$ cat src/rtl/hazard_ctrl.sv
// rtl/hazard_ctrl.sv - load-use stall detection and CGRA offload sequencing
module hazard_ctrl #(
    parameter int TIMEOUT = 1000,
    parameter int CNT_W   = 10
) (
    input  logic             clk_i,
    input  logic             start_i,
    input  logic [4:0]       id_rs1_i,
    input  logic [4:0]       id_rs2_i,
    input  logic [4:0]       ex_rd_i,
    input  logic             ex_memread_i,
    input  logic             cgra_issue_i,
    input  logic             cgra_done_i,
    output logic             hazardpc_o,
    output logic             ifid_stall_o,
    output logic             idex_flush_o,
    output logic             cgra_start_o,
    output logic             cgra_busy_o,
    output logic             cgra_wb_o,
    output logic             timeout_o,
    output logic [CNT_W-1:0] cgra_cycles_o
);

    typedef enum logic [1:0] {
        S_IDLE,
        S_LAUNCH,
        S_WAIT,
        S_DRAIN
    } state_t;

    localparam logic [CNT_W-1:0] TMO = CNT_W'(TIMEOUT);

    state_t           state, state_nxt;
    logic [CNT_W-1:0] cnt, cnt_nxt, cnt_inc, cycles_nxt;
    logic             timeout_nxt;
    logic             lu;
    logic             stall;

    assign lu = ex_memread_i && (ex_rd_i != 5'd0) &&
                ((ex_rd_i == id_rs1_i) || (ex_rd_i == id_rs2_i));
    assign cnt_inc = cnt + CNT_W'(1);

    always_comb begin
        state_nxt   = state;
        cnt_nxt     = cnt;
        cycles_nxt  = cgra_cycles_o;
        timeout_nxt = timeout_o;
        stall       = 1'b1;
        case (state)
            S_IDLE: begin
                // Load-use wins; a blocked CGRA op simply re-presents next cycle.
                stall = lu | cgra_issue_i;
                if (!lu && cgra_issue_i) begin
                    state_nxt = S_LAUNCH;
                end
            end
            S_LAUNCH: begin
                cnt_nxt     = '0;
                timeout_nxt = 1'b0;
                if (cgra_done_i) begin
                    state_nxt  = S_DRAIN;
                    cycles_nxt = '0;
                end else begin
                    state_nxt = S_WAIT;
                end
            end
            S_WAIT: begin
                if (cgra_done_i) begin
                    state_nxt  = S_DRAIN;
                    cycles_nxt = cnt_inc;
                end else if (cnt_inc == TMO) begin
                    state_nxt   = S_DRAIN;
                    timeout_nxt = 1'b1;
                    cycles_nxt  = TMO;
                end else begin
                    cnt_nxt = cnt_inc;
                end
            end
            S_DRAIN: begin
                state_nxt = S_IDLE;
            end
            default: begin
                state_nxt = S_IDLE;
            end
        endcase
    end

    always_ff @(posedge clk_i or negedge start_i) begin
        if (!start_i) begin
            state         <= S_IDLE;
            cnt           <= '0;
            timeout_o     <= 1'b0;
            cgra_cycles_o <= '0;
        end else begin
            state         <= state_nxt;
            cnt           <= cnt_nxt;
            timeout_o     <= timeout_nxt;
            cgra_cycles_o <= cycles_nxt;
        end
    end

    assign hazardpc_o   = stall;
    assign ifid_stall_o = stall;
    assign idex_flush_o = stall;
    assign cgra_start_o = (state == S_LAUNCH);
    assign cgra_wb_o    = (state == S_DRAIN);
    assign cgra_busy_o  = (state != S_IDLE);

endmodule

$ cat config.mk
export PLATFORM = sky130hd
export DESIGN_NAME = hazard_ctrl
export DESIGN_NICKNAME = d
export VERILOG_FILES = /design/src/rtl/hazard_ctrl.sv
export SDC_FILE = /design/constraint.sdc
export NUM_CORES = 1
export LEC_CHECK = 0
export ABC_CLOCK_PERIOD_IN_PS = 2300
export CORE_ASPECT_RATIO = 0.6
export CORE_MARGIN = 5
export CORE_UTILIZATION = 45
export CTS_CLUSTER_DIAMETER = 30
export DETAILED_ROUTE_END_ITERATION = 7
export PLACE_DENSITY = 0.76
export SLEW_MARGIN = 15
export SYNTH_ARGS = -nofsm -noshare
export SYNTH_HDL_FRONTEND = slang
export SYNTH_SLANG_ARGS = --single-unit
$ cat constraint.sdc
create_clock -name clk_i -period 2.3 [get_ports clk_i]
set_clock_uncertainty 0.05 [all_clocks]
set_input_delay 0.345 -clock clk_i [delete_from_list [all_inputs] [get_ports clk_i]]
set_output_delay 0.345 -clock clk_i [all_outputs]
set_load 0.03 [all_outputs]
==> impl_metrics.yaml <==
power_and_ir_drop:
  power_density_mw_per_mm2: 975
  vdd_drop_max_mv: 0.582
  leakage_nw: 0.988
timing:
  tightest_slew_ns: 0.380
  setup_tns_ns: 0
  fin_crit_sh: 0.966
  min_period_ns: 2.22
  rsz0062_at_grt: "false"
  slew_headroom: 0.745
  hold_viol_final: 0
  fmax_mhz: 450
  timing.hold.ws_ns: 0.386
  setup_violations: 0
  drv_slew: 0
floorplan:
  coreArea_mm2: 0.00330
  fp.dieW_um: 86.2
  placementRows: 16
  io_pins: 37
  die_y_um: 55.7
  initial_core_util: 0.475
  die-area_mm2: 0.00481
clock_network:
  clkTransAtPathRegs_ns: 0.08
  tritoncts.num_buffers: 3
  numClockSinks: 23
  cts_root_buf: "clkbuf_8"
  ctsHoldBuffers: 0
  cts_tree: "built"
  clk_latency_ns: 0.26
  h-tree-depth: 1
  cts_buffer_depth: 2
worst_setup_path:
  path_max_fanout: 3
  cp.arrival_ns: 1.83
  cp-end-kind: "output port"
  path_class: "input port to output port"
  start_kind: "input port"
  required_ns: 1.90
yosys:
  synth_area_leader_cell: "dfrtp_1"
  avgSynthCellArea_um2: 9.99
  synthTopCellsByArea: "dfrtp_1 37%, xnor2_1 6.7%, ha_1 4.0%"
  yosysSeqAreaShare: 0.367
  ys_seq_elements: 23
  synthesis.area_mm2: 0.00157
  yosysWarnings: 0
  async_flop_share: 1.00
  synth_top_area_share: 0.367
  syn_inst: 157
  synth_ff_type: "dfrtp_1"
  synth_cell_types: 45
  synth_nets: 182
  synth_edf_count: 0
layout:
  final_cell_mix: "28 x clkdlybuf4s50_1, 28 x buf_4, 22 x dfrtp_1"
  layout-drive-gt1-share: 0.269
  syn2layout_area_growth_pct: 40.3
  final_cell_area_mm2: 0.00220
  final_util: 0.666
  nets: 242
  diodes: 0
route:
  drt_iter0_markers: 31
  avgViaCountPerCell: 5.11
  drt_pre_antenna_iters: 4
  ant_nets: 0
  vias: 1334
  postRouteWirelength_um: 4030
  post-route-drc-count: 0
  routedWlPerCell_um: 15.4
global_route:
  grt_max_degree: 24
  grt.total_usage: 0.174
  grt_pass1_vias: 1378
  grt_pass1_wl_um: 6690
  grt_overflow: 0
  antenna_found_initial: 0
placement:
  gp_congestion: 0.841
  place_area_mm2: 0.00212
  place_hpwl_um: 3270
  io_buffers: 36
outcome:
  outcome: "finished, final reports clean"
hold_path:
  holdCritPathClass: "input port to async pin"
run:
  drv_cap: 0
==> Yosys cell counts, types with 2 or more instances <==
master    instances
inv_1            12
and3_2            2
a21boi_0          5
nand2b_1          2
xor2_1            5
nor2b_1           3
a211o_1           3
nor2_1            3
buf_4             5
nand3_2           2
ha_1              5
a221o_1           2
mux2_2            4
nor3b_1           3
nand2_1          12
and3b_2           2
dfrtp_1          23
mux2i_1           5
nand3_1           9
o22ai_1           3
xnor2_1          12
o21a_1            2
clkbuf_1          2
o21ai_0          10
==> routing by layer <==
layer  vias up  routed length [um]  GRT usage
met2        12                2050      0.295
met5         -                   0          0
met4         0                  23     0.0400
met1       654                1860      0.230
met3         2                 102     0.0311
li1        666                   -          -
==> logic make-up (layout without fill, tap and decap cells) <==
logic type / Yosys count / after routing / share of synthesized area
AO/OA/AOI/OAI: 33 / 33 / 0.167
XOR/XNOR: 18 / 18 / 0.105
adder cells (fa/ha/maj): 5 / 5 / 0.0399
buffers and inverters: 21 / 80 / 0.0678
flip-flops: 23 / 23 / 0.367
multiplexers: 10 / 10 / 0.0702
AND/OR/NAND/NOR: 47 / 47 / 0.183
==> sequential cells by signal, indices dropped and copies added, names as in the netlist <==
name           count
cgra_cycles_o     10
cnt               10
state              2
timeout_o          1
==> metrics by stage <==
step | setup WS [ns] | cells | power (W)
floorplan | 0.137 | 157 | 0.00138
global placement | -0.485 | 255 | 0.00183
detailed placement | -0.537 | 255 | 0.00188
CTS | 0.0186 | 259 | 0.00215
global route | 0.00805 | 261 | 0.00228
finish | 0.0781 | 261 | 0.00215
==> report_power, final <==
group,internal (W),switching [W]
sequential,0.000509,0.0000833
combinational,0.000618,0.000684
clock,0.000121,0.000130
==> repair_timing <==
| action | CTS | global route |
|---|---|---|
| resized for setup | 25 | 4 |
| setup endpoints to repair | 4 | 13 |
| pin swaps | 3 | 4 |
| setup buffers | 0 | 2 |
==> path summary, 6_finish.rpt <==
| kind | start | to | slack [ns] | cells after the start |
|---|---|---|---|---|
| worst max register to register | cnt[4]$_DFFE_PN0P_ | cnt[8]$_DFFE_PN0P_ | 0.10 | 8 |
| max in group asynchronous | start_i | cnt[1]$_DFFE_PN0P_ | 1.57 | 2 |
| min in group clk_i | cgra_cycles_o[3]$_DFFE_PN0P_ | cgra_cycles_o[3]$_DFFE_PN0P_ | 0.47 | 1 |
| worst min register to register | cgra_cycles_o[3]$_DFFE_PN0P_ | cgra_cycles_o[3]$_DFFE_PN0P_ | 0.47 | 1 |
| worst min-delay path | start_i | cnt[2]$_DFFE_PN0P_ | 0.39 | 2 |
| worst max-delay path | ex_rd_i[1] | ifid_stall_o | 0.08 | 5 |
==> layout make-up <==
class | instances | area [um2]
inverter | 12 | 45.0
clock inverter | 1 | 5.00
fill | 263 | 1100
timing repair buffer | 64 | 576
clock buffer | 3 | 41.3
sequential | 23 | 577
tap | 45 | 56.3
multi-input combinational | 113 | 901
==> worst max-delay path, cell delays in order <==
cell,delay [ns]
dlygate4sd2_1,0.25
or4_1,0.52
o21a_1,0.19
a211o_1,0.35
buf_6,0.16
No activity file was read; power rests on OpenSTA's default activity.
